### src/rtl/spi_master_driver_if.sv
// spi_master_driver_if
// Groups the byte-stream handshake, the received-byte strobe and the SPI pins
// of spi_master_driver into one bundle.
//   master modport : the SPI master itself (drives SCK/CS/PICO, accepts bytes)
//   slave modport  : the client feeding bytes in and watching received bytes
// Signals:
//   tx_data_i/tx_last_i/tx_valid_i/tx_ready_o : byte stream into the master
//   rx_data_o/rx_valid_o                      : received byte, one-cycle strobe
//   busy_o                                    : frame in progress (incl. CS gap)
//   spi_sck_o/spi_cs_no/spi_tx_o/spi_rx_i     : SPI pins, mode 0
interface spi_master_driver_if;
  logic [7:0] tx_data_i;
  logic       tx_last_i;
  logic       tx_valid_i;
  logic       tx_ready_o;
  logic [7:0] rx_data_o;
  logic       rx_valid_o;
  logic       busy_o;
  logic       spi_sck_o;
  logic       spi_cs_no;
  logic       spi_tx_o;
  logic       spi_rx_i;

  modport master (
    input  tx_data_i, tx_last_i, tx_valid_i, spi_rx_i,
    output tx_ready_o, rx_data_o, rx_valid_o, busy_o,
           spi_sck_o, spi_cs_no, spi_tx_o
  );

  modport slave (
    output tx_data_i, tx_last_i, tx_valid_i, spi_rx_i,
    input  tx_ready_o, rx_data_o, rx_valid_o, busy_o,
           spi_sck_o, spi_cs_no, spi_tx_o
  );
endinterface

### src/rtl/spi_master_driver.sv
// spi_master_driver
// SPI mode-0 master. Serialises a framed byte stream MSB first on PICO under a
// single chip-select assertion, capturing POCI bytes in parallel. SCK phases
// last HALF system clocks, HALF = ceil(CLK_MHZ / (2*SCK_MHZ)), minimum 1.
// Ports:
//   clk_i    : system clock
//   reset_i  : synchronous active-high reset, aborts any frame immediately
//   bus      : spi_master_driver_if.master (byte stream, rx strobe, SPI pins)
module spi_master_driver #(
  parameter int CLK_MHZ = 64,
  parameter int SCK_MHZ = 24
) (
  input  logic                  clk_i,
  input  logic                  reset_i,
  spi_master_driver_if.master   bus
);

  localparam int HALF_CEIL = (CLK_MHZ + 2 * SCK_MHZ - 1) / (2 * SCK_MHZ);
  localparam int HALF      = (HALF_CEIL < 1) ? 1 : HALF_CEIL;
  localparam int PH_W      = (HALF > 1) ? $clog2(HALF) : 1;
  localparam logic [PH_W-1:0] PH_LAST = PH_W'(HALF - 1);

  typedef enum logic [2:0] {IDLE, SETUP, LOW, HIGH, NEXT, HOLD, GAP} state_t;

  state_t          state;
  logic [PH_W-1:0] ph;
  logic [2:0]      bit_cnt;
  logic            last_q;
  logic            cs_n;
  logic            sck;
  logic            pico;
  logic            ready;
  logic            rx_vld;
  logic [7:0]      rx_byte;
  logic            busy;
  logic [7:0]      tx_sh;
  logic [7:0]      rx_sh;

  logic       phase_done;
  logic       accept;
  logic       shift_tx;
  logic       sample_rx;
  logic [7:0] rx_shifted;

  assign phase_done = (ph == PH_LAST);
  // ready is only ever high in IDLE and in NEXT of a non-last byte
  assign accept     = bus.tx_valid_i & ready;
  assign shift_tx   = (state == HIGH) & phase_done & (bit_cnt != 3'd7);
  // POCI is captured on the first cycle SCK is high (the rising edge)
  assign sample_rx  = (state == HIGH) & (ph == '0);
  assign rx_shifted = {rx_sh[6:0], bus.spi_rx_i};

  always_ff @(posedge clk_i) begin
    if (reset_i) begin
      state   <= IDLE;
      ph      <= '0;
      bit_cnt <= '0;
      last_q  <= 1'b0;
      cs_n    <= 1'b1;
      sck     <= 1'b0;
      pico    <= 1'b0;
      ready   <= 1'b1;
      rx_vld  <= 1'b0;
      rx_byte <= '0;
      busy    <= 1'b0;
    end else begin
      rx_vld <= 1'b0;
      case (state)
        IDLE: begin
          if (accept) begin
            last_q  <= bus.tx_last_i;
            pico    <= bus.tx_data_i[7];
            cs_n    <= 1'b0;
            ready   <= 1'b0;
            busy    <= 1'b1;
            ph      <= '0;
            bit_cnt <= '0;
            state   <= SETUP;
          end
        end
        SETUP, LOW: begin
          if (phase_done) begin
            ph    <= '0;
            sck   <= 1'b1;
            state <= HIGH;
          end else begin
            ph <= ph + 1'b1;
          end
        end
        HIGH: begin
          if (phase_done) begin
            ph      <= '0;
            sck     <= 1'b0;
            bit_cnt <= bit_cnt + 1'b1;
            if (bit_cnt == 3'd7) begin
              // with HALF=1 the final sample lands on this same edge
              rx_byte <= (ph == '0) ? rx_shifted : rx_sh;
              rx_vld  <= 1'b1;
              ready   <= ~last_q;
              state   <= NEXT;
            end else begin
              pico  <= tx_sh[6];
              state <= LOW;
            end
          end else begin
            ph <= ph + 1'b1;
          end
        end
        NEXT: begin
          if (last_q) begin
            ph    <= '0;
            state <= HOLD;
          end else if (accept) begin
            // next byte: bit7 goes out now, then a normal low phase
            last_q <= bus.tx_last_i;
            pico   <= bus.tx_data_i[7];
            ready  <= 1'b0;
            ph     <= '0;
            state  <= LOW;
          end
        end
        HOLD: begin
          if (phase_done) begin
            ph    <= '0;
            cs_n  <= 1'b1;
            state <= GAP;
          end else begin
            ph <= ph + 1'b1;
          end
        end
        GAP: begin
          if (phase_done) begin
            ph    <= '0;
            busy  <= 1'b0;
            ready <= 1'b1;
            state <= IDLE;
          end else begin
            ph <= ph + 1'b1;
          end
        end
        default: state <= IDLE;
      endcase
    end
  end

  // shift registers carry data only; their contents are don't-care until loaded
  always_ff @(posedge clk_i) begin
    if (accept) begin
      tx_sh <= bus.tx_data_i;
    end else if (shift_tx) begin
      tx_sh <= {tx_sh[6:0], 1'b0};
    end
    if (sample_rx) begin
      rx_sh <= rx_shifted;
    end
  end

  assign bus.tx_ready_o = ready;
  assign bus.rx_data_o  = rx_byte;
  assign bus.rx_valid_o = rx_vld;
  assign bus.busy_o     = busy;
  assign bus.spi_sck_o  = sck;
  assign bus.spi_cs_no  = cs_n;
  assign bus.spi_tx_o   = pico;

endmodule

### src/flat_wrapper.sv
// flat-port wrapper written by rule: the top's interface ports become plain ports
module spi_master_driver_flat 
#(
  parameter int CLK_MHZ = 64,
  parameter int SCK_MHZ = 24
)
  (clk_i, reset_i, bus_tx_data_i, bus_tx_last_i, bus_tx_valid_i, bus_spi_rx_i, bus_tx_ready_o, bus_rx_data_o, bus_rx_valid_o, bus_busy_o, bus_spi_sck_o, bus_spi_cs_no, bus_spi_tx_o);
  spi_master_driver_if bus_i ();
  input  logic clk_i;
  input  logic reset_i;
  input wire logic [$bits(bus_i.tx_data_i)-1:0] bus_tx_data_i;
  input wire logic [$bits(bus_i.tx_last_i)-1:0] bus_tx_last_i;
  input wire logic [$bits(bus_i.tx_valid_i)-1:0] bus_tx_valid_i;
  input wire logic [$bits(bus_i.spi_rx_i)-1:0] bus_spi_rx_i;
  output wire logic [$bits(bus_i.tx_ready_o)-1:0] bus_tx_ready_o;
  output wire logic [$bits(bus_i.rx_data_o)-1:0] bus_rx_data_o;
  output wire logic [$bits(bus_i.rx_valid_o)-1:0] bus_rx_valid_o;
  output wire logic [$bits(bus_i.busy_o)-1:0] bus_busy_o;
  output wire logic [$bits(bus_i.spi_sck_o)-1:0] bus_spi_sck_o;
  output wire logic [$bits(bus_i.spi_cs_no)-1:0] bus_spi_cs_no;
  output wire logic [$bits(bus_i.spi_tx_o)-1:0] bus_spi_tx_o;
  assign bus_i.tx_data_i = bus_tx_data_i;
  assign bus_i.tx_last_i = bus_tx_last_i;
  assign bus_i.tx_valid_i = bus_tx_valid_i;
  assign bus_i.spi_rx_i = bus_spi_rx_i;
  assign bus_tx_ready_o = bus_i.tx_ready_o;
  assign bus_rx_data_o = bus_i.rx_data_o;
  assign bus_rx_valid_o = bus_i.rx_valid_o;
  assign bus_busy_o = bus_i.busy_o;
  assign bus_spi_sck_o = bus_i.spi_sck_o;
  assign bus_spi_cs_no = bus_i.spi_cs_no;
  assign bus_spi_tx_o = bus_i.spi_tx_o;
  spi_master_driver #(.CLK_MHZ(CLK_MHZ), .SCK_MHZ(SCK_MHZ)) u_core (.clk_i(clk_i), .reset_i(reset_i), .bus(bus_i));
endmodule
### config.mk
export PLATFORM = sky130hd
export DESIGN_NAME = spi_master_driver_flat
export DESIGN_NICKNAME = d
export VERILOG_FILES = /design/src/rtl/spi_master_driver_if.sv /design/src/rtl/spi_master_driver.sv /design/src/flat_wrapper.sv
export SDC_FILE = /design/constraint.sdc
export NUM_CORES = 1
export LEC_CHECK = 0
export ABC_CLOCK_PERIOD_IN_PS = 2360
export BUFFER_PORTS_ARGS = -buffer_cell sky130_fd_sc_hd__buf_2
export CAP_MARGIN = 10
export CORE_ASPECT_RATIO = 1.4
export CORE_MARGIN = 5
export CORE_UTILIZATION = 50
export DETAILED_ROUTE_END_ITERATION = 8
export HOLD_SLACK_MARGIN = 0.02
export PLACE_DENSITY = 0.72
export SLEW_MARGIN = 10
export SYNTH_ARGS = -nofsm -noshare
export SYNTH_HDL_FRONTEND = slang
export SYNTH_SLANG_ARGS = --single-unit
export TNS_END_PERCENT = 30
### constraint.sdc
create_clock -name clk_i -period 2.36 [get_ports clk_i]
set_input_delay 0.59 -clock clk_i [delete_from_list [all_inputs] [get_ports clk_i]]
set_output_delay 0.59 -clock clk_i [all_outputs]
set_load 0.01 [all_outputs]
==> run_results.csv, run 1 <==
group,metric,value,unit
synth,synth_top_area_share,26.5,%
cts,cts_tree,"done",
die,pin_count,27,
global_routing,grt_max_degree,20,
cts,cts_root_buffer,"clkbuf_8",
setup_path,crit_family,"compound AO/OA/AOI/OAI gates",
cts,hold_buffers,0,
synth,synth_ff_type,"dfxtp_1",
setup_path,crit_end,"u_core.bus.tx_ready_o",
pwr,peakVddDrop,0.756,mV
setup_path,critical_path_required,2.53,ns
setup_path,cp-end-kind,"flip-flop",
synth,yosysWarningCount,0,
global_routing,antenna_found_initial,0,
final_layout,seqCellArea,891,um2
placed_design,gp_congestion,0.987,
timing,finalHoldViolCount,0,
setup_path,reg2reg_from,"u_core.state[0]",
job,cap_violations,0,
routing,wire_per_inst,14.4,um
timing,layout_min_cycle_time,1.83,ns
synth,synth_edf_count,15,
final_layout,diodes,0,
die,core,0.00335,mm2
setup_path,reg2regPathDepth,6,
cts,cts.clk_slew.worst_paths,0.07,ns
setup_path,cpMaxStageDelayCell,"dfxtp_1",
cts,numClockSinks,37,
synth,synth_area_leaders,"edfxtp_1, dfxtp_1, ha_1, a21oi_1, nand2_1",
timing,slew_violations,0,
die,initial_core_util,50.8,%
setup_path,crit_start,"u_core.state[0]",
setup_path,path_cells,"inv_1 > ha_1 > nand2_1 > o21ai_0 > a211oi_2 > mux2_1",
cts,numCtsBuffers,5,
setup_path,critPathBufInv,1,
setup_path,rrSetupSlack,0.53,ns
routing,final_antenna_net_count,0,
placed_design,dp_hpwl,2.44,mm
synth,synthesis.nets,183,
synth,netlist_instances,163,
routing,drc,0,
synth,async_flop_share,0,%
pwr,finalPower,0.00205,W
cts,cts_setup_buffers,0,
timing,setup_tns,0,ns
die,dieArea,0.00469,mm2
final_layout,nets,209,
die,rows,25,
setup_path,cp-start-kind,"flip-flop",
routing,drt-total-wl,3.32,mm
setup_path,worst_ep_arrival_time,2.00,ns
setup_path,crit_path_max_incr_delay,0.37,ns
synth,yosysMostFrequentCell,"dfxtp_1",
cts,ctsResizeCount,0,
setup_path,r2r_end,"u_core.bus.tx_ready_o",
die,die_w,59.3,um
cts,htree_levels,2,
timing,fmax,547,MHz
synth,mappedNetlistArea,0.00170,mm2
synth,seq_area_frac_synth,52.4,%
synth,ys_seq_elements,37,
timing,relSlewSlack,60.5,%
final_layout,n_fill_cell,283,
routing,vias,1272,
final_layout,area_growth,13.1,%
cts,cts_buffer_depth,2,
synth,synth_area_leader_cell,"edfxtp_1",
placed_design,pre_cts_slack,0.555,ns
routing,dr.pass1.iters,4,
timing,worstMarginPinSlew,0.590,ns
pwr,p_leak,0.765,nW
synth,syn_area_per_cell,10.4,um2
pwr,powerDensity,1070,mW/mm2
run_status,outcome,"finished, final reports clean",
global_routing,grt_pass1_wl,5.58,mm
placed_design,port_buffers,26,
timing,finalCritPeriodShare,77.4,%
timing,rsz0062_at_grt,"false",
timing,finClkSkew,0.00500,ns
setup_path,critical_path_class,"flip-flop to flip-flop",
global_routing,grt_usage,15.9,%
final_layout,multi_input_area,736,um2
timing,setup_ws,0.533,ns
global_routing,overflow,0,
setup_path,worstPathMaxFanout,10,
routing,drt_iter0_drc,36,
synth,synthTopCellsByCount,"dfxtp_1, nand2_1, a21oi_1",
timing,finalSetupViolCount,0,
min_path,hold_class,"flip-flop to flip-flop",
cts,insertion_delay,0.28,ns
die,die_h,79.0,um
setup_path,path_depth,6,
global_routing,grt_pass1_vias,1278,
routing,viasPerCell,5.53,
synth,yosysUniqueCellTypes,40,
final_layout,drive_gt1_share,23.7,%
-- worst register-to-register path: cells and delay by family, from the launching register on --
kind	cells	cell delay, ns
and+or+nand+nor	1	0.16
buffers and inverters	1	0.10
adders and majority gates	1	0.34
DFF	1	0.37
muxes	1	0.34
AOI/OAI and AO/OA	2	0.40
-- report_power, final --
group          total, W  switching, W  internal, W  leakage (nW)
registers      0.000886     0.0000983     0.000787         0.319
logic          0.000761      0.000418     0.000343         0.406
clock network  0.000406      0.000201     0.000205        0.0399
total           0.00205      0.000717      0.00134         0.765
-- stage by stage --
| step | instance area, um2 | instances | hold slack [ns] | util, % |
|---|---|---|---|---|
| 6_report | 1920 | 230 | 0.453 | 57.5 |
| 5_1_grt | 1920 | 230 | 0.465 | 57.5 |
| 4_1_cts | 1920 | 230 | 0.456 | 57.5 |
| 3_5_place_dp | 1840 | 222 | 0.434 | 55.1 |
| 3_3_place_gp | 1840 | 222 | 0.441 | 55.1 |
| 2_1_floorplan | 1700 | 163 | 0.426 | - |
-- worst min-delay path by stage --
stage / from / cells after the start / endpoint
after floorplan: u_core.rx_sh[0] / 0 / u_core.rx_sh[1]
after global placement: u_core.bus.rx_data_o[0] / 2 / u_core.bus.rx_data_o[0]
after detailed placement: u_core.rx_sh[3] / 0 / u_core.rx_sh[4]
after CTS: u_core.bus.rx_data_o[0] / 2 / u_core.bus.rx_data_o[0]
after global routing: u_core.bus.rx_data_o[5] / 2 / u_core.bus.rx_data_o[5]
final: u_core.bus.rx_data_o[6] / 2 / u_core.bus.rx_data_o[6]
-- per-layer routing --
layer  vias up  part of all wire (%)  GRT usage, %
li1        634                     -             -
met1       591                    40          16.3
met2        32                    51          27.1
met3        15                   4.6          4.39
met4         0                   4.3          10.2
met5         -                     0             0
-- cell families after synthesis --
| family | synth area share, % |
|---|---|
| mux | 6.40 |
| buf+inv | 4.41 |
| fa+ha+maj | 5.15 |
| simple gates | 15.2 |
| flops | 52.4 |
| compound gates | 16.5 |
-- state kept, by name, indices dropped and copies added (netlist names) --
register and flops:
u_core.bus.spi_cs_no 1, u_core.bit_cnt 3, u_core.tx_sh 7, u_core.bus.tx_ready_o 1, u_core.bus.spi_sck_o 1, u_core.bus.rx_valid_o 1
u_core.last_q 1, u_core.bus.spi_tx_o 1, u_core.rx_sh 8, u_core.state 3, u_core.bus.rx_data_o 8, u_core.bus.busy_o 1
u_core.ph 1
-- layout by cell type, fill, tap and decap left out, drive strengths merged, types with 2 or more instances in the layout --
cell,instances
a311oi,2
nor3,3
buf,28
mux2i,3
ha,7
nor2,9
edfxtp,15
and3,3
nand2b,5
inv,6
dfxtp,22
o21ai,7
mux2,7
a211oi,4
nand3,8
nand3b,2
nand2,20
clkbuf,7
a21oi,17
-- layout make-up --
| class | instances | area share (%) |
|---|---|---|
| Inverter | 6 | 1.17 |
| Multi-Input combinational cell | 111 | 38.2 |
| Tap cell | 40 | 2.60 |
| Clock inverter | 1 | 0.195 |
| Sequential cell | 37 | 46.3 |
| Clock buffer | 7 | 3.97 |
| Timing Repair Buffer | 28 | 7.54 |
(Power assumes the default switching activity.)
==> run 2: changes to the inputs <==
ABC_CLOCK_PERIOD_IN_PS = 1500   (was 2360)
PLACE_DENSITY = 0.75   (was 0.72)
clock period = 1.5 ns   (was 2.36 ns; I/O delays follow)
==> run 2 against run 1 <==
Effect of this change:
- combinational power grew 120%
- highest routed layer unchanged
- first-iteration DRC count up 8.3%
- flip-flop and latch count unchanged
- clock skew up 0.0053 ns
- count of clock-buffer cells in the layout decreased by 1
- via count grew 7.5%
- largest cell class unchanged
- routed wire length increased by 15%
==> run_results.csv, run 2 (synthesized netlist as in run 1, its figures left out) <==
group,metric,value,unit
run_status,outcome,"finished, final reports clean",
setup_path,worstPathMaxFanout,4,
cts,htree_levels,2,
setup_path,critical_path_required,1.68,ns
global_routing,grt_busiest_layer,"met2",
setup_path,cpMaxStageDelayCell,"dfxtp_4",
global_routing,antenna_found_initial,0,
routing,drt_iter0_drc,39,
routing,drc,0,
routing,drt-total-wl,3.83,mm
cts,cts.clk_slew.worst_paths,0.08,ns
timing,setup_tns,0,ns
setup_path,path_cells,"inv_6 > ha_2 > nand3_2 > and3_1 > a211oi_2 > mux2_1",
cts,numCtsBuffers,5,
setup_path,cp-start-kind,"flip-flop",
die,die_h,79.0,um
global_routing,grt_use_met2,32.8,%
final_layout,nets,231,
placed_design,gp_congestion,0.912,
global_routing,grt_pass1_wl,6.35,mm
timing,finalCritPeriodShare,97.9,%
setup_path,reg2regPathDepth,6,
global_routing,grt_max_degree,16,
cts,insertion_delay,0.29,ns
die,core,0.00335,mm2
routing,vias,1368,
placed_design,dp.cells,244,
setup_path,rrSetupSlack,0.03,ns
cts,cts_root_buffer,"clkbuf_8",
timing,fmax,681,MHz
timing,relSlewSlack,78.6,%
setup_path,r2r_end,"u_core.bus.tx_ready_o",
setup_path,reg2reg_from,"u_core.state[0]",
setup_path,crit_start,"u_core.state[0]",
pwr,p_leak,0.893,nW
die,initial_core_util,50.8,%
routing,final_antenna_net_count,0,
global_routing,grt_usage,17.9,%
job,cap_violations,0,
timing,finalSetupViolCount,0,
setup_path,crit_path_max_incr_delay,0.38,ns
placed_design,dp_hpwl,2.82,mm
timing,layout_min_cycle_time,1.47,ns
die,rows,25,
setup_path,worst_ep_arrival_time,1.65,ns
final_layout,area_growth,32.4,%
cts,hold_buffers,0,
timing,finalHoldViolCount,0,
placed_design,port_buffers,26,
global_routing,met3_usage,3.25,%
timing,rsz0062_at_grt,"true",
pwr,powerDensity,1760,mW/mm2
final_layout,diodes,0,
timing,slew_violations,0,
die,pin_count,27,
final_layout,fin_cells,252,
global_routing,grt_pass1_vias,1397,
placed_design,pre_cts_slack,-0.172,ns
timing,worstMarginPinSlew,0.313,ns
pwr,peakVddDrop,1.49,mV
final_layout,final_cell_mix,"buf_2, buf_4, nand2_1",
routing,wire_per_inst,15.2,um
routing,dr.pass1.iters,4,
final_layout,final_common_cell,"buf_2",
timing,finClkSkew,0.0103,ns
setup_path,cp-end-kind,"flip-flop",
die,dieArea,0.00469,mm2
cts,numClockSinks,37,
die,die_w,59.3,um
global_routing,overflow,0,
setup_path,critical_path_class,"flip-flop to flip-flop",
timing,setup_ws,0.0314,ns
routing,viasPerCell,5.43,
setup_path,crit_end,"u_core.bus.tx_ready_o",
cts,cts_buffer_depth,2,
final_layout,drive_gt1_share,42.9,%
cts,cts_tree,"done",
cts,cts_setup_buffers,0,
global_routing,met1_usage,19.3,%
min_path,hold_class,"primary input to flip-flop",
==> run 2: cell types whose count changed in the layout (fill, tap and decap cells not counted), moves of 4 or more <==
cell	before	now
dfxtp_1	22	16
dfxtp_2	0	4
ha_1	7	1
buf_4	2	23
ha_4	0	5
==> run 2: worst max-delay path: cells and delay by family, from the launching register on <==
family / cells / cell delay, ns
flops: 1 / 0.38
mux: 1 / 0.34
simple gates: 2 / 0.24
fa+ha+maj: 1 / 0.19
compound gates: 1 / 0.15
buf+inv: 1 / 0.08
==> run 2: area by class of cell <==
| cell class | instances | area, um2 |
|---|---|---|
| Multi-Input combinational cell | 111 | 845 |
| Tap cell | 40 | 50.0 |
| Clock inverter | 2 | 38.8 |
| Clock buffer | 6 | 72.6 |
| Inverter | 6 | 30.0 |
| Timing Repair Buffer | 50 | 314 |
| Fill cell | 273 | 1090 |
| Sequential cell | 37 | 903 |
==> run 2: worst min-delay path by stage <==
stage,startpoint,endpoint,cells past startpoint
floorplan,u_core.rx_sh[0],u_core.rx_sh[1],0
global placement,u_core.rx_sh[4],u_core.rx_sh[5],0
detailed placement,u_core.rx_sh[4],u_core.rx_sh[5],0
CTS,bus_spi_rx_i,u_core.rx_sh[0],1
global route,bus_spi_rx_i,u_core.rx_sh[0],1
finish,bus_spi_rx_i,u_core.rx_sh[0],1
==> run 2: repair_timing <==
item / 4_1_cts / 5_1_grt
resized for setup: 22 / 9
hold endpoints to repair: 0 / 0
endpoints found under the setup margin: 33 / 15
pin swaps: 5 / 0
==> run 2: layer usage <==
metal | share of wire (%) | up-vias
met3 | 4.0 | 6
li1 | - | 682
met2 | 56 | 28
met5 | 0 | -
met4 | 1.7 | 0
met1 | 38 | 652
==> run 2: per-stage QoR <==
stage	area [um2]	hold slack [ns]	total power (W)	utilization, %
2_1_floorplan	1720	0.426	0.00237	-
3_3_place_gp	2020	0.439	0.00283	60.4
3_5_place_dp	2020	0.435	0.00288	60.4
4_1_cts	2220	0.263	0.00388	66.4
5_1_grt	2250	0.258	0.00420	67.3
6_report	2250	0.268	0.00397	67.3
==> run 2: power breakdown <==
part | leakage [nW] | switching (W) | internal (W) | total, W
Combinational | 0.516 | 0.000828 | 0.000864 | 0.00169
Sequential | 0.322 | 0.000172 | 0.00126 | 0.00143
Clock | 0.0554 | 0.000348 | 0.000499 | 0.000846
Total | 0.893 | 0.00135 | 0.00262 | 0.00397
